$ cat config.mk
export PLATFORM = sky130hd
export DESIGN_NAME = hazard_stall_controller_flat
export DESIGN_NICKNAME = d
export VERILOG_FILES = /design/src/rtl/hazard_stall_controller_pkg.sv /design/src/rtl/hazard_stall_controller_if.sv /design/src/rtl/hazard_stall_controller_mdu_sequencer.sv /design/src/rtl/hazard_stall_controller.sv /design/src/flat_wrapper.sv
export SDC_FILE = /design/constraint.sdc
export NUM_CORES = 1
export LEC_CHECK = 0
export ABC_CLOCK_PERIOD_IN_PS = 3110
export CORE_MARGIN = 2
export CORE_UTILIZATION = 41
export CTS_BUF_LIST = sky130_fd_sc_hd__clkbuf_8
export DETAILED_ROUTE_END_ITERATION = 16
export PLACE_DENSITY = 0.69
export SLEW_MARGIN = 20
export SYNTH_ARGS = -nofsm -noshare
export SYNTH_HDL_FRONTEND = slang
export SYNTH_SLANG_ARGS = --single-unit
export TNS_END_PERCENT = 5
$ cat constraint.sdc
create_clock -name Clock -period 3.11 [get_ports Clock]
set_input_delay 0.4665 -clock Clock [delete_from_list [all_inputs] [get_ports Clock]]
set_output_delay 0.4665 -clock Clock [all_outputs]
set_load 0.01 [all_outputs]
$ cat src/rtl/hazard_stall_controller_pkg.sv
// Shared decode constants, MDU state encoding and instruction-class helpers
// used by the hazard controller and the decode-stage controller.
package hazard_pkg;

  localparam logic [5:0] OP_SPECIAL  = 6'b000000;
  localparam logic [5:0] OP_REGIMM   = 6'b000001;
  localparam logic [5:0] OP_J        = 6'b000010;
  localparam logic [5:0] OP_JAL      = 6'b000011;
  localparam logic [5:0] OP_BEQ      = 6'b000100;
  localparam logic [5:0] OP_BNE      = 6'b000101;
  localparam logic [5:0] OP_BLEZ     = 6'b000110;
  localparam logic [5:0] OP_BGTZ     = 6'b000111;
  localparam logic [5:0] OP_LUI      = 6'b001111;
  localparam logic [5:0] OP_SPECIAL2 = 6'b011100;
  localparam logic [5:0] OP_SPECIAL3 = 6'b011111;
  localparam logic [5:0] OP_SB       = 6'b101000;
  localparam logic [5:0] OP_SH       = 6'b101001;
  localparam logic [5:0] OP_SW       = 6'b101011;

  localparam logic [5:0] FN_SLL   = 6'b000000;
  localparam logic [5:0] FN_SRL   = 6'b000010;
  localparam logic [5:0] FN_SRA   = 6'b000011;
  localparam logic [5:0] FN_JR    = 6'b001000;
  localparam logic [5:0] FN_MFHI  = 6'b010000;
  localparam logic [5:0] FN_MFLO  = 6'b010010;
  localparam logic [5:0] FN_MULT  = 6'b011000;
  localparam logic [5:0] FN_MULTU = 6'b011001;
  localparam logic [5:0] FN_DIV   = 6'b011010;
  localparam logic [5:0] FN_DIVU  = 6'b011011;

  localparam logic [5:0] F2_MADD  = 6'b000000;
  localparam logic [5:0] F2_MADDU = 6'b000001;
  localparam logic [5:0] F2_MUL   = 6'b000010;
  localparam logic [5:0] F2_MSUB  = 6'b000100;
  localparam logic [5:0] F2_MSUBU = 6'b000101;

  typedef enum logic {
    MDU_IDLE = 1'b0,
    MDU_BUSY = 1'b1
  } mdu_state_e;

  function automatic logic is_mdu_op(input logic [5:0] op, input logic [5:0] funct);
    return ((op == OP_SPECIAL) && (funct inside {FN_MULT, FN_MULTU, FN_DIV, FN_DIVU})) ||
           ((op == OP_SPECIAL2) && (funct inside {F2_MADD, F2_MADDU, F2_MSUB, F2_MSUBU, F2_MUL}));
  endfunction

  function automatic logic is_div_op(input logic [5:0] op, input logic [5:0] funct);
    return (op == OP_SPECIAL) && (funct inside {FN_DIV, FN_DIVU});
  endfunction

  function automatic logic is_hilo_read(input logic [5:0] op, input logic [5:0] funct);
    return (op == OP_SPECIAL) && (funct inside {FN_MFHI, FN_MFLO});
  endfunction

  function automatic logic uses_rs(input logic [5:0] op, input logic [5:0] funct);
    return !((op inside {OP_J, OP_JAL, OP_LUI}) ||
             ((op == OP_SPECIAL) && (funct inside {FN_SLL, FN_SRL, FN_SRA})));
  endfunction

  function automatic logic uses_rt(input logic [5:0] op);
    return op inside {OP_SPECIAL, OP_SPECIAL2, OP_SPECIAL3, OP_BEQ, OP_BNE, OP_SB, OP_SH, OP_SW};
  endfunction

  // Instructions whose operands are compared in ID and so need them one stage early.
  function automatic logic is_id_branch(input logic [5:0] op, input logic [5:0] funct);
    return (op inside {OP_BEQ, OP_BNE, OP_BLEZ, OP_BGTZ, OP_REGIMM}) ||
           ((op == OP_SPECIAL) && (funct == FN_JR));
  endfunction

endpackage

$ cat src/rtl/hazard_stall_controller_if.sv
// Decode-stage view of the pipeline: ID/EX/MEM hazard inputs and the
// stage-enable, flush and MDU sequencing outputs of the hazard controller.
interface hazard_stall_controller_if #(
  parameter int PERF_WIDTH = 32
);
  logic [5:0]            IFID_OpCode;
  logic [5:0]            IFID_Funct;
  logic [4:0]            IFID_Rs;
  logic [4:0]            IFID_Rt;
  logic                  IDEX_MemRead;
  logic                  IDEX_RegWrite;
  logic [4:0]            IDEX_WriteReg;
  logic                  EXMEM_MemRead;
  logic [4:0]            EXMEM_WriteReg;
  logic                  BranchTaken;
  logic                  JumpTaken;
  logic                  PCWrite;
  logic                  IFID_Write;
  logic                  IFID_Flush;
  logic                  IDEX_Bubble;
  logic                  MduStart;
  logic                  MduBusy;
  logic                  MduDone;
  logic [PERF_WIDTH-1:0] StallCycles;

  modport master (
    output IFID_OpCode, IFID_Funct, IFID_Rs, IFID_Rt,
    output IDEX_MemRead, IDEX_RegWrite, IDEX_WriteReg,
    output EXMEM_MemRead, EXMEM_WriteReg, BranchTaken, JumpTaken,
    input  PCWrite, IFID_Write, IFID_Flush, IDEX_Bubble,
    input  MduStart, MduBusy, MduDone, StallCycles
  );

  modport slave (
    input  IFID_OpCode, IFID_Funct, IFID_Rs, IFID_Rt,
    input  IDEX_MemRead, IDEX_RegWrite, IDEX_WriteReg,
    input  EXMEM_MemRead, EXMEM_WriteReg, BranchTaken, JumpTaken,
    output PCWrite, IFID_Write, IFID_Flush, IDEX_Bubble,
    output MduStart, MduBusy, MduDone, StallCycles
  );
endinterface

$ cat src/rtl/hazard_stall_controller_mdu_sequencer.sv
// IDLE/BUSY sequencer for the multi-cycle multiply/divide unit: issues the
// start pulse, tracks the latency down-counter and flags the final busy cycle.
module mdu_sequencer
  import hazard_pkg::*;
#(
  parameter int MUL_LATENCY = 4,
  parameter int DIV_LATENCY = 32,
  parameter int CNT_WIDTH   = 6
) (
  input  logic Clock,
  input  logic Reset,
  input  logic i_mdu_op,
  input  logic i_is_div,
  input  logic i_stall,
  output logic o_start,
  output logic o_busy,
  output logic o_done
);

  mdu_state_e           r_state;
  mdu_state_e           w_state_next;
  logic [CNT_WIDTH-1:0] r_cnt;
  logic [CNT_WIDTH-1:0] w_cnt_next;
  logic                 w_start;
  logic                 w_done;

  always_ff @(posedge Clock) begin
    if (Reset) begin
      r_state <= MDU_IDLE;
      r_cnt   <= '0;
    end else begin
      r_state <= w_state_next;
      r_cnt   <= w_cnt_next;
    end
  end

  always_comb begin
    w_state_next = r_state;
    w_cnt_next   = r_cnt;
    w_start      = 1'b0;
    w_done       = 1'b0;
    case (r_state)
      MDU_IDLE: begin
        if (i_mdu_op && !i_stall) begin
          w_start      = 1'b1;
          w_state_next = MDU_BUSY;
          w_cnt_next   = i_is_div ? CNT_WIDTH'(DIV_LATENCY - 1) : CNT_WIDTH'(MUL_LATENCY - 1);
        end
      end
      MDU_BUSY: begin
        // Counter reaching zero marks the cycle whose closing edge writes HI/LO.
        if (r_cnt != '0) begin
          w_cnt_next = r_cnt - 1'b1;
        end else begin
          w_done       = 1'b1;
          w_state_next = MDU_IDLE;
        end
      end
      default: w_state_next = MDU_IDLE;
    endcase
  end

  assign o_start = w_start & ~Reset;
  assign o_done  = w_done & ~Reset;
  assign o_busy  = (r_state == MDU_BUSY) & ~Reset;

endmodule

$ cat src/rtl/hazard_stall_controller.sv
// Decides each cycle whether fetch, IF/ID and ID/EX advance, stall or flush,
// sequences the MDU and counts stalled cycles.
module hazard_stall_controller
  import hazard_pkg::*;
#(
  parameter int MUL_LATENCY = 4,
  parameter int DIV_LATENCY = 32,
  parameter int CNT_WIDTH   = 6,
  parameter int PERF_WIDTH  = 32
) (
  input  logic                        Clock,
  input  logic                        Reset,
  hazard_stall_controller_if.slave    bus
);

  logic                  w_use_rs;
  logic                  w_use_rt;
  logic                  w_ex_match;
  logic                  w_mem_match;
  logic                  w_load_use;
  logic                  w_branch_haz;
  logic                  w_mdu_haz;
  logic                  w_stall;
  logic                  w_mdu_op;
  logic                  w_mdu_busy;
  logic [PERF_WIDTH-1:0] r_stall_cycles;

  assign w_use_rs = uses_rs(bus.IFID_OpCode, bus.IFID_Funct);
  assign w_use_rt = uses_rt(bus.IFID_OpCode);
  assign w_mdu_op = is_mdu_op(bus.IFID_OpCode, bus.IFID_Funct);

  // $0 is never a real producer, so it can never create a dependency.
  assign w_ex_match  = (bus.IDEX_WriteReg != 5'd0) &&
                       ((w_use_rs && (bus.IDEX_WriteReg == bus.IFID_Rs)) ||
                        (w_use_rt && (bus.IDEX_WriteReg == bus.IFID_Rt)));
  assign w_mem_match = (bus.EXMEM_WriteReg != 5'd0) &&
                       ((w_use_rs && (bus.EXMEM_WriteReg == bus.IFID_Rs)) ||
                        (w_use_rt && (bus.EXMEM_WriteReg == bus.IFID_Rt)));

  assign w_load_use   = bus.IDEX_MemRead & w_ex_match;
  assign w_branch_haz = is_id_branch(bus.IFID_OpCode, bus.IFID_Funct) &
                        ((bus.IDEX_RegWrite & w_ex_match) | (bus.EXMEM_MemRead & w_mem_match));
  assign w_mdu_haz    = w_mdu_busy & (w_mdu_op | is_hilo_read(bus.IFID_OpCode, bus.IFID_Funct));
  assign w_stall      = w_load_use | w_branch_haz | w_mdu_haz;

  mdu_sequencer #(
    .MUL_LATENCY (MUL_LATENCY),
    .DIV_LATENCY (DIV_LATENCY),
    .CNT_WIDTH   (CNT_WIDTH)
  ) u_mdu_seq (
    .Clock    (Clock),
    .Reset    (Reset),
    .i_mdu_op (w_mdu_op),
    .i_is_div (is_div_op(bus.IFID_OpCode, bus.IFID_Funct)),
    .i_stall  (w_stall),
    .o_start  (bus.MduStart),
    .o_busy   (w_mdu_busy),
    .o_done   (bus.MduDone)
  );

  assign bus.MduBusy = w_mdu_busy;

  // Branch/jump resolution is ignored while stalled: its operands are stale.
  always_comb begin
    bus.PCWrite     = 1'b1;
    bus.IFID_Write  = 1'b1;
    bus.IFID_Flush  = bus.BranchTaken | bus.JumpTaken;
    bus.IDEX_Bubble = 1'b0;
    if (Reset) begin
      bus.PCWrite     = 1'b0;
      bus.IFID_Write  = 1'b0;
      bus.IFID_Flush  = 1'b1;
      bus.IDEX_Bubble = 1'b1;
    end else if (w_stall) begin
      bus.PCWrite     = 1'b0;
      bus.IFID_Write  = 1'b0;
      bus.IFID_Flush  = 1'b0;
      bus.IDEX_Bubble = 1'b1;
    end
  end

  always_ff @(posedge Clock) begin
    if (Reset) begin
      r_stall_cycles <= '0;
    end else if (w_stall && (r_stall_cycles != '1)) begin
      r_stall_cycles <= r_stall_cycles + 1'b1;
    end
  end

  assign bus.StallCycles = Reset ? '0 : r_stall_cycles;

endmodule

$ cat src/flat_wrapper.sv
// flat-port wrapper written by rule: the top's interface ports become plain ports
module hazard_stall_controller_flat import hazard_pkg::*;
#(
  parameter int MUL_LATENCY = 4,
  parameter int DIV_LATENCY = 32,
  parameter int CNT_WIDTH   = 6,
  parameter int PERF_WIDTH  = 32
)
  (Clock, Reset, bus_IFID_OpCode, bus_IFID_Funct, bus_IFID_Rs, bus_IFID_Rt, bus_IDEX_MemRead, bus_IDEX_RegWrite, bus_IDEX_WriteReg, bus_EXMEM_MemRead, bus_EXMEM_WriteReg, bus_BranchTaken, bus_JumpTaken, bus_PCWrite, bus_IFID_Write, bus_IFID_Flush, bus_IDEX_Bubble, bus_MduStart, bus_MduBusy, bus_MduDone, bus_StallCycles);
  hazard_stall_controller_if #(.PERF_WIDTH(PERF_WIDTH)) bus_i ();
  input  logic Clock;
  input  logic Reset;
  input wire logic [$bits(bus_i.IFID_OpCode)-1:0] bus_IFID_OpCode;
  input wire logic [$bits(bus_i.IFID_Funct)-1:0] bus_IFID_Funct;
  input wire logic [$bits(bus_i.IFID_Rs)-1:0] bus_IFID_Rs;
  input wire logic [$bits(bus_i.IFID_Rt)-1:0] bus_IFID_Rt;
  input wire logic [$bits(bus_i.IDEX_MemRead)-1:0] bus_IDEX_MemRead;
  input wire logic [$bits(bus_i.IDEX_RegWrite)-1:0] bus_IDEX_RegWrite;
  input wire logic [$bits(bus_i.IDEX_WriteReg)-1:0] bus_IDEX_WriteReg;
  input wire logic [$bits(bus_i.EXMEM_MemRead)-1:0] bus_EXMEM_MemRead;
  input wire logic [$bits(bus_i.EXMEM_WriteReg)-1:0] bus_EXMEM_WriteReg;
  input wire logic [$bits(bus_i.BranchTaken)-1:0] bus_BranchTaken;
  input wire logic [$bits(bus_i.JumpTaken)-1:0] bus_JumpTaken;
  output wire logic [$bits(bus_i.PCWrite)-1:0] bus_PCWrite;
  output wire logic [$bits(bus_i.IFID_Write)-1:0] bus_IFID_Write;
  output wire logic [$bits(bus_i.IFID_Flush)-1:0] bus_IFID_Flush;
  output wire logic [$bits(bus_i.IDEX_Bubble)-1:0] bus_IDEX_Bubble;
  output wire logic [$bits(bus_i.MduStart)-1:0] bus_MduStart;
  output wire logic [$bits(bus_i.MduBusy)-1:0] bus_MduBusy;
  output wire logic [$bits(bus_i.MduDone)-1:0] bus_MduDone;
  output wire logic [$bits(bus_i.StallCycles)-1:0] bus_StallCycles;
  assign bus_i.IFID_OpCode = bus_IFID_OpCode;
  assign bus_i.IFID_Funct = bus_IFID_Funct;
  assign bus_i.IFID_Rs = bus_IFID_Rs;
  assign bus_i.IFID_Rt = bus_IFID_Rt;
  assign bus_i.IDEX_MemRead = bus_IDEX_MemRead;
  assign bus_i.IDEX_RegWrite = bus_IDEX_RegWrite;
  assign bus_i.IDEX_WriteReg = bus_IDEX_WriteReg;
  assign bus_i.EXMEM_MemRead = bus_EXMEM_MemRead;
  assign bus_i.EXMEM_WriteReg = bus_EXMEM_WriteReg;
  assign bus_i.BranchTaken = bus_BranchTaken;
  assign bus_i.JumpTaken = bus_JumpTaken;
  assign bus_PCWrite = bus_i.PCWrite;
  assign bus_IFID_Write = bus_i.IFID_Write;
  assign bus_IFID_Flush = bus_i.IFID_Flush;
  assign bus_IDEX_Bubble = bus_i.IDEX_Bubble;
  assign bus_MduStart = bus_i.MduStart;
  assign bus_MduBusy = bus_i.MduBusy;
  assign bus_MduDone = bus_i.MduDone;
  assign bus_StallCycles = bus_i.StallCycles;
  hazard_stall_controller #(.MUL_LATENCY(MUL_LATENCY), .DIV_LATENCY(DIV_LATENCY), .CNT_WIDTH(CNT_WIDTH), .PERF_WIDTH(PERF_WIDTH)) u_core (.Clock(Clock), .Reset(Reset), .bus(bus_i));
endmodule
==> impl_metrics.ini <==
[sta]
worstMarginPinSlew_ns = 0.5632
slew-limit-headroom = 0.6235
timing_hold_violations_final = 0
setup_viol = 0
rsz0062_at_grt = true
min_period_ns = 3.017
fin_skew_ns = 0.007215
min_period_over_period = 0.9702
hold_ws_ns = 0.4930
finalMaxSlewViolations = 0
max_freq_mhz = 331.4
finalWorstSetupSlack_ns = 0.09264

[clock_tree]
holdBufCountCts = 0
cts_tree = built
cts_root_buffer = clkbuf_8
cts_made_buffers = 5
cts.clk_slew.worst_paths_ns = 0.08
clk_latency_ns = 0.30
htreeDepth = 2
cts_buffer_depth = 2
cts.sink_count = 39

[layout]
register_area_sq_um = 780.7
antenna_cells = 0
fin_util = 0.6002
synthToLayoutAreaGrowth_pct = 43.25
num-fill-cells = 652
layout-drive-gt1-share = 0.1970
final_cells = 566
design_area_sq_um = 4330
nNetsFinal = 507
multi_input_area_sq_um = 2173

[setup_path]
cp_slowest_stage_delay_ns = 0.30
reg2reg_depth = 8
path_cells = dlygate4sd2_1 -> buf_4 -> buf_4 -> and3_1 -> o211ai_1 -> o41ai_2 -> o22a_2 -> o221a_4 -> buf_4 -> o21ai_1 -> nand2b_1 -> clkdlybuf4s15_2
cp.arrival_ns = 2.55
crit_top_cell = buf_4
crit_slowest_cell = o221a_4
path_class = in2out
reg2reg_slack_ns = 0.50
start_kind = input port
critical-path-top-delay-family = compound AO/OA/AOI/OAI gates
cp_num_cells = 12
worstPathRequired_ns = 2.64
crit_buf_inv = 5
critPathMaxFanout = 3
cp-end-kind = primary output

[routing]
wl_um = 8034
drt_iter0_markers = 143
ant_nets = 0
viasPerCell = 5.330
vias = 3017
wl_per_cell_um = 14.19
drc_errors = 0
firstDrtPassIters = 4

[status]
outcome = complete, no violations

[place]
place_inst = 556
place_congestion = 0.8807
io_buffers = 77
placedInstanceArea_sq_um = 4138
pre_cts_ws_ns = -0.4012
place_hpwl_um = 6024

[synth]
synth_edf_count = 0
syn-num-nets = 398
synth_ff_type = dfxtp_1
synth_area_leaders = dfxtp_1, mux2_1, nor4_2
synthMostInstantiatedCell = nor2_1
ys_top_cells_by_count = nor2_1, dfxtp_1, nor2b_1
syn_avg_cell_area_sq_um = 8.468
ys_warn_count = 0
async_flop_share = 0
synth_area_sq_um = 3023
yosysTopAreaCellShare = 0.2583
syn-instance-count = 357
ys_types = 59
yosys.area.top_type = dfxtp_1
yosysSeqAreaShare = 0.2583
ys_ff_latch = 39

[grt]
grt_pass1_wl_um = 13460
grt_overflow_total = 0
grt_usage = 0.1967
grt_max_degree = 77
grt_pass1_vias = 2930
antenna_found_initial = 0

[power]
power_density_nw_per_um2 = 273.2
ir_worst_vdd_uv = 171.0
power.leakage_nw = 1.661

[die]
coreArea_sq_um = 7214
row_count = 31
start_util = 0.4190
die_h_um = 89.87
ioPinCount = 78
die_x_um = 89.87
die-area_sq_um = 8076

[min_path]
hold_path_class = reg2reg
worstHoldPathCells = 2

[job]
maxCapViolations = 0
-- layer usage --
metal / up-vias / share of wire / GRT usage
met5: - / 0 / 0
met4: 0 / 0.020 / 0.05769
met3: 15 / 0.054 / 0.04107
met2: 84 / 0.48 / 0.3289
met1: 1401 / 0.45 / 0.2568
li1: 1517 / - / -
-- sequential cells by signal (all words and copies together) (netlist names) --
register / flops
u_core.r_stall_cycles: 32
u_core.u_mdu_seq.r_cnt: 6
u_core.u_mdu_seq.r_state: 1
-- where the power goes --
group / switching (W) / internal (W)
combinational: 0.0000798 / 0.0000935
clock: 0.000193 / 0.000318
sequential: 0.000000386 / 0.000499
-- worst paths after layout --
| path | from | end |
|---|---|---|
| hold / removal | u_core.u_mdu_seq.r_cnt[5] | u_core.u_mdu_seq.r_cnt[5] |
| hold reg to reg | u_core.u_mdu_seq.r_cnt[5] | u_core.u_mdu_seq.r_cnt[5] |
| setup reg to reg | u_core.r_stall_cycles[3] | u_core.r_stall_cycles[13] |
| setup / recovery | bus_IFID_OpCode[0] | bus_IFID_Flush |
-- per-stage QoR --
step                total power [W]  setup TNS [ns]
finish                     0.001183               0
global route               0.001226        -0.02145
CTS                        0.001189         -0.2618
detailed placement        0.0006825          -6.904
global placement          0.0006804          -5.931
floorplan                 0.0005778               0
-- tightest hold or removal path: cells and delay by family, from the launching register on --
family | cells | cell delay (ns)
flops | 1 | 0.32
compound gates | 2 | 0.13
-- cell families after synthesis --
kind of cell / count (synthesis) / synth area share
adder cells (fa/ha/maj): 2 / 0.008277
AO/OA/AOI/OAI: 51 / 0.1275
multiplexers: 28 / 0.1043
AND/OR/NAND/NOR: 191 / 0.4007
XOR/XNOR: 20 / 0.05795
flip-flops: 39 / 0.2583
buffers and inverters: 26 / 0.04304
-- cell type report --
cell class	count	share of cell area
Timing Repair Buffer	119	0.2508
Clock inverter	3	0.01474
Clock buffer	5	0.01589
Multi-Input combinational cell	292	0.5019
Tap cell	99	0.02860
Sequential cell	39	0.1803
Inverter	9	0.007801
-- what timing repair did --
action / in CTS / in global routing
pin swaps: 8 / 7
setup buffers: 2 / 0
gates resized for setup: 17 / 11
endpoints found under the setup margin: 5 / 13
-- layout by cell type (no fill, tap or decap), drive strengths merged, types with 5 or more instances in the layout --
master	instances
clkdlybuf4s50	62
nor2	45
buf	43
dfxtp	39
nor2b	29
mux2	28
nor4	24
nand3	20
nand2	14
xor2	12
nor3	11
and3	10
a21oi	10
inv	10
dlygate4sd2	9
nand2b	8
xnor2	8
o21ai	8
or3	6
nand4	6
clkbuf	6
o21a	5
(Power assumes the default switching activity.)
==> RTL change 1, RTL diff (same settings) <==
Make the reset (`Reset`) asynchronous in 2 clocked blocks.
--- a/src/rtl/hazard_stall_controller_mdu_sequencer.sv
+++ b/src/rtl/hazard_stall_controller_mdu_sequencer.sv
@@ -24,7 +24,7 @@
   logic                 w_start;
   logic                 w_done;
 
-  always_ff @(posedge Clock) begin
+  always_ff @(posedge Clock or posedge Reset) begin
     if (Reset) begin
       r_state <= MDU_IDLE;
       r_cnt   <= '0;
--- a/src/rtl/hazard_stall_controller.sv
+++ b/src/rtl/hazard_stall_controller.sv
@@ -79,7 +79,7 @@
     end
   end
 
-  always_ff @(posedge Clock) begin
+  always_ff @(posedge Clock or posedge Reset) begin
     if (Reset) begin
       r_stall_cycles <= '0;
     end else if (w_stall && (r_stall_cycles != '1)) begin
Function: same outputs for any inputs over 10 cycles, from zero or initial values and one cycle with Reset high; that may be too few to reach the edited logic, so the function may still have changed.
==> RTL change 1 against the unedited design <==
  * Final area shrank 11%
  * Global-route usage shrank 0.76 points
  * Area after synthesis shrank 12%
  * Critical path type unchanged
  * Die area shrank 11%
  * Highest routed layer unchanged
  * Total power grew 3.1%
  * Sequential cell count is the same
  * Largest power group is now sequential cells
  * Worst setup slack gained 0.016 ns
  * Clock skew grew 0.0013 ns
  * Wire length shrank 18%
==> RTL change 1: results (changes against the unedited design) <==
[cts]
worstSkewPairLatency_ns = 0.29
cts.path.max_buffers = 2  ; unchanged
h-tree-depth = 2  ; unchanged
cts_root_buf = clkbuf_8

[detailed_routing]
dr_total_vias = 2433  ; -19%
first_pass_iters = 4  ; unchanged
post_drt_wl_per_cell_um = 13.6  ; -4.1%
drt_iter0_drc = 53  ; -63%

[yosys]
ys_types = 47  ; -20%
syn_area_per_cell_um2 = 8.94  ; +5.6%
seq_area_frac_synth = 0.365  ; +0.107
yosysWarningCount = 0  ; unchanged
async_flop_share = 1.00  ; +1.00
synth_common_cells = dfrtp_1, xor2_1, nor2b_1, nand2_1, nor2_1
synthFlopType = dfrtp_1
synth_nets = 340  ; -15%
netlist_top_cells_area = dfrtp_1, xor2_1, nor2b_1

[worst_setup_path]
cp_data_arrival_time_ns = 2.53  ; -0.02 ns
r2r_slack_ns = 0.65  ; +0.15 ns
ff2ff_path_depth = 6  ; -2
r2r_end = u_core.r_stall_cycles[1]$_DFFE_PP0P_
r2r-start = u_core.r_stall_cycles[7]$_DFFE_PP0P_

[finish]
drive_gt1_frac = 0.145  ; -0.0520
final_cells = 484  ; -14%
nNetsFinal = 447  ; -12%
diodes = 0  ; unchanged

[sta]
tightest_slew_ns = 0.406  ; -0.157 ns
finalClockSkew_ns = 0.00851  ; +0.00130 ns

[power]
p_leak_nw = 1.67  ; +0.41%
ir_drop_mv = 0.258  ; +51%
switching_power_mw = 0.304  ; +12%

[min_path]
hold_depth = 1  ; -1
worstHoldPathType = reg -> reg
hold_end = u_core.r_stall_cycles[28]$_DFFE_PP0P_
worstHoldStart = u_core.r_stall_cycles[28]$_DFFE_PP0P_

[placement]
port_buffers = 77  ; unchanged
place_area_um2 = 3730  ; -9.8%
gp_congestion = 0.856  ; -2.8%
hpwl_um = 5100  ; -15%

[outcome]
outcome = finished, final reports clean

[global_route]
grt_usage = 0.189  ; -0.00760
grt_pass1_wl_um = 11200  ; -17%
grt_max_degree = 33  ; -57%

## RTL change 1: cell types whose count changed after synthesis, moves of 6 or more
| cell | delta |
|---|---|
| mux2_1 | -27 |
| nor4_1 | +6 |
| dfxtp_1 | -39 |
| and3_1 | -6 |
| a21oi_1 | -10 |
| xnor2_1 | +10 |
| xor2_1 | +21 |
| nand2_1 | +12 |
| inv_1 | +7 |
| nor4_2 | -22 |
| dfrtp_1 | +39 |
| nor3_1 | +12 |
| nor2_1 | -22 |
## RTL change 1: layer usage
metal	up-vias	track usage	wire, µm
met5	-	0	0
met4	0	0.0433	104
met3	13	0.0383	310
met2	63	0.314	3070
met1	1114	0.255	3100
li1	1243	-	-
## RTL change 1: timing repair
item / CTS / global route
setup buffers: 1 / 0
cloned: 0 / 0
gates resized for setup: 12 / 6
setup endpoints to repair: 5 / 5
pin swaps: 4 / 3
## RTL change 1: worst max path at each step
stage,start,end
after global routing,bus_IFID_OpCode[5],bus_IDEX_Bubble
after global placement,bus_IFID_OpCode[3],bus_IFID_Flush
after floorplan,bus_IFID_OpCode[3],bus_PCWrite
final,bus_IFID_OpCode[5],bus_IDEX_Bubble
after CTS,bus_IFID_OpCode[5],bus_IFID_Write
after detailed placement,bus_IFID_OpCode[3],bus_IFID_Write
## RTL change 1: kinds of logic after synthesis
logic type	share of synthesized area
AND/OR/NAND/NOR	0.311
XOR/XNOR	0.167
flip-flops	0.365
AO/OA/AOI/OAI	0.114
buffers and inverters	0.0295
adder cells (fa/ha/maj)	0.00936
multiplexers	0.00421
## RTL change 1: power groups by stage
stage	combinational (mW)	clock [mW]	sequential (mW)
after floorplan	0.112	0	0.547
after global placement	0.242	0	0.552
after detailed placement	0.245	0	0.553
after CTS	0.248	0.444	0.543
after global routing	0.269	0.465	0.546
final	0.244	0.434	0.542
## RTL change 1: final cells by class
type,count,area [µm²]
inverters,15,56.3
multi-input cells,240,1640
flip-flops and latches,39,976
well taps,77,96.3
clock buffers,6,82.6
fillers,570,2450
repair buffers,105,973
clock inverters,2,35.0
## RTL change 1: stage by stage
step                worst slack (ns)  hold slack (ns)
floorplan                      0.120            0.448
global placement              -0.418            0.470
detailed placement            -0.519            0.474
CTS                         -0.00377            0.488
global route                -0.00573            0.512
finish                         0.109            0.485
## RTL change 1: worst max-delay path: stages
cell and delay, ns:
clkdlybuf4s50_1 0.42, or3_4 0.41, nor4b_4 0.27, a32oi_2 0.11
a22oi_2 0.21, o32ai_4 0.13, nor2_2 0.18, nand2_1 0.09
clkdlybuf4s15_1 0.25
==> RTL change 2, RTL diff (config.mk and constraints unchanged) <==
Made on the original files. `PERF_WIDTH` is set to 32 in 3 places; all go to 64.
--- a/src/rtl/hazard_stall_controller_if.sv
+++ b/src/rtl/hazard_stall_controller_if.sv
@@ -1,7 +1,7 @@
 // Decode-stage view of the pipeline: ID/EX/MEM hazard inputs and the
 // stage-enable, flush and MDU sequencing outputs of the hazard controller.
 interface hazard_stall_controller_if #(
-  parameter int PERF_WIDTH = 32
+  parameter int PERF_WIDTH = 64
 );
   logic [5:0]            IFID_OpCode;
   logic [5:0]            IFID_Funct;
--- a/src/rtl/hazard_stall_controller.sv
+++ b/src/rtl/hazard_stall_controller.sv
@@ -6,7 +6,7 @@
   parameter int MUL_LATENCY = 4,
   parameter int DIV_LATENCY = 32,
   parameter int CNT_WIDTH   = 6,
-  parameter int PERF_WIDTH  = 32
+  parameter int PERF_WIDTH  = 64
 ) (
   input  logic                        Clock,
   input  logic                        Reset,
--- a/src/flat_wrapper.sv
+++ b/src/flat_wrapper.sv
@@ -4,7 +4,7 @@
   parameter int MUL_LATENCY = 4,
   parameter int DIV_LATENCY = 32,
   parameter int CNT_WIDTH   = 6,
-  parameter int PERF_WIDTH  = 32
+  parameter int PERF_WIDTH  = 64
 )
   (Clock, Reset, bus_IFID_OpCode, bus_IFID_Funct, bus_IFID_Rs, bus_IFID_Rt, bus_IDEX_MemRead, bus_IDEX_RegWrite, bus_IDEX_WriteReg, bus_EXMEM_MemRead, bus_EXMEM_WriteReg, bus_BranchTaken, bus_JumpTaken, bus_PCWrite, bus_IFID_Write, bus_IFID_Flush, bus_IDEX_Bubble, bus_MduStart, bus_MduBusy, bus_MduDone, bus_StallCycles);
   hazard_stall_controller_if #(.PERF_WIDTH(PERF_WIDTH)) bus_i ();
Interface: changed (resized bus_StallCycles); port bits go from 78 to 110. No check against the original RTL was run, so the function may have changed too.
==> RTL change 2 against the unedited design <==
  * Die area rose by 44%
  * Wire length rose by 47%
  * Final area rose by 44%
  * Sequential power rose by 82%
  * Maximum frequency fell by 2.0%
  * Worst setup slack got worse by 0.062 ns
  * Combinational power rose by 14%
  * Total power rose by 61%
  * Sequential cell count rose by 32
  * Area after synthesis rose by 46%
  * Largest cell class unchanged
  * Highest routed layer unchanged
==> RTL change 2: results (changes against the unedited design) <==
[outcome]
outcome = finished, final reports clean

[worst_setup_path]
cp_top_family = simple AND/OR/NAND/NOR gates
critPathSlowestCell = clkdlybuf4s50_1
ff2ff_path_depth = 10  ; +2
r2r_slack_ns = 0.23  ; -0.27 ns
crit_fanout = 3  ; unchanged
r2r-start = u_core.r_stall_cycles[26]$_SDFFE_PP0P_
cp_data_arrival_time_ns = 2.61  ; +0.06 ns
cp_slowest_stage_delay_ns = 0.42  ; +0.12 ns
r2r_end = u_core.r_stall_cycles[43]$_SDFFE_PP0P_

[sta]
tightest_slew_ns = 0.574  ; +0.0107 ns
finalClockSkew_ns = 0.0109  ; +0.00369 ns

[global_route]
grt_pass1_vias = 4234  ; +45%
grt_pass1_wl_um = 19400  ; +44%
grt_max_degree = 137  ; +78%
grt_usage = 0.204  ; +0.00682

[power]
swShare = 0.234  ; +0.00338
pwr-share-clk = 0.418  ; -0.013
p_leak_nw = 2.22  ; +33%
ir_drop_mv = 0.167  ; -2.3%
powerSeq_mw = 0.909  ; +82%

[yosys]
syn_area_per_cell_um2 = 7.87  ; -7.0%
synthXorXnorAreaFrac = 0.105  ; +0.0469
synth-compound-area-share = 0.0792  ; -0.0483
async_flop_share = 0  ; unchanged
seq_area_frac_synth = 0.321  ; +0.0629
muxShareOfSynthArea = 0.0509  ; -0.0534
synth_nets = 603  ; +52%
ys_types = 54  ; -8.5%
yosys.area_share.adder = 0.00565  ; -0.00262
netlist_top_cells_area = dfxtp_1, nor2b_1, xnor2_1
synth_common_cells = dfxtp_1, nor2_1, nor2b_1, xnor2_1

[cts]
clk_pin_slew_ns = 0.07
post-cts-setup-buffer-count = 1  ; -1
cts_buffers = 9  ; +4
worstSkewPairLatency_ns = 0.34  ; +0.04 ns
cts_resized = 15  ; -2
cts_root_buf = clkbuf_8
h-tree-depth = 3  ; +1

[finish]
nNetsFinal = 750  ; +48%
top_regs = u_core.r_stall_cycles x64, u_core.u_mdu_seq.r_cnt x6, u_core.u_mdu_seq.r_state x1
fillCellCount = 922  ; +41%
drive_gt1_frac = 0.149  ; -0.0483

[placement]
dp_cells = 833  ; +50%
port_buffers = 109  ; +42%
gp_congestion = 0.867  ; -1.6%

[min_path]
hold_end = u_core.u_mdu_seq.r_cnt[2]$_SDFFE_PP0P_
worstHoldStart = u_core.u_mdu_seq.r_cnt[2]$_SDFFE_PP0P_
worstHoldPathType = reg -> reg

[detailed_routing]
viasPerCell = 5.29  ; -0.70%
routed_wl_um = 11800  ; +47%
post_drt_wl_per_cell_um = 13.9  ; -2.0%
first_pass_iters = 4  ; unchanged

==> RTL change 2: final cells by class <==
cell class / count / area share
Clock buffer: 9 / 0.0198
Tap cell: 136 / 0.0272
Sequential cell: 71 / 0.227
Multi-Input combinational cell: 452 / 0.465
Timing Repair Buffer: 163 / 0.240
Clock inverter: 6 / 0.0140
Inverter: 12 / 0.00720
==> RTL change 2: worst max-delay path by stage <==
| stage | startpoint | end | slack (ns) |
|---|---|---|---|
| finish | bus_IFID_OpCode[1] | bus_PCWrite | 0.03 |
| floorplan | bus_IFID_OpCode[3] | bus_PCWrite | 0.02 |
| detailed placement | bus_IFID_OpCode[3] | bus_IFID_Flush | -0.35 |
| CTS | bus_IFID_OpCode[1] | u_core.r_stall_cycles[29]$_SDFFE_PP0P_ | 0.002 |
| global placement | bus_IFID_OpCode[3] | bus_IFID_Flush | -0.34 |
| global route | bus_IFID_OpCode[0] | bus_PCWrite | -0.07 |
==> RTL change 2: through the flow <==
step	worst slack, ns	total power [mW]	hold WS (ns)	instance area (µm²)
after floorplan	0.0215	1.01	0.448	4430
after global placement	-0.345	1.12	0.469	5970
after detailed placement	-0.351	1.12	0.474	5970
after CTS	0.00168	1.92	0.488	6220
after global routing	-0.0704	1.99	0.525	6250
final	0.0303	1.90	0.487	6250
==> RTL change 2: per-layer routing <==
metal,part of all wire,track usage,vias to the layer above,routed length [µm]
met1,0.47,0.263,2098,5500
met2,0.48,0.339,115,5630
met5,0,0,-,0
met4,0.015,0.0760,0,174
met3,0.043,0.0345,19,508
li1,-,-,2262,-
==> RTL change 2: tightest hold or removal path, stage by stage (launching register included) <==
cell and delay [ns]:
dfxtp_1 0.33, nand3_1 0.06, a21oi_1 0.05
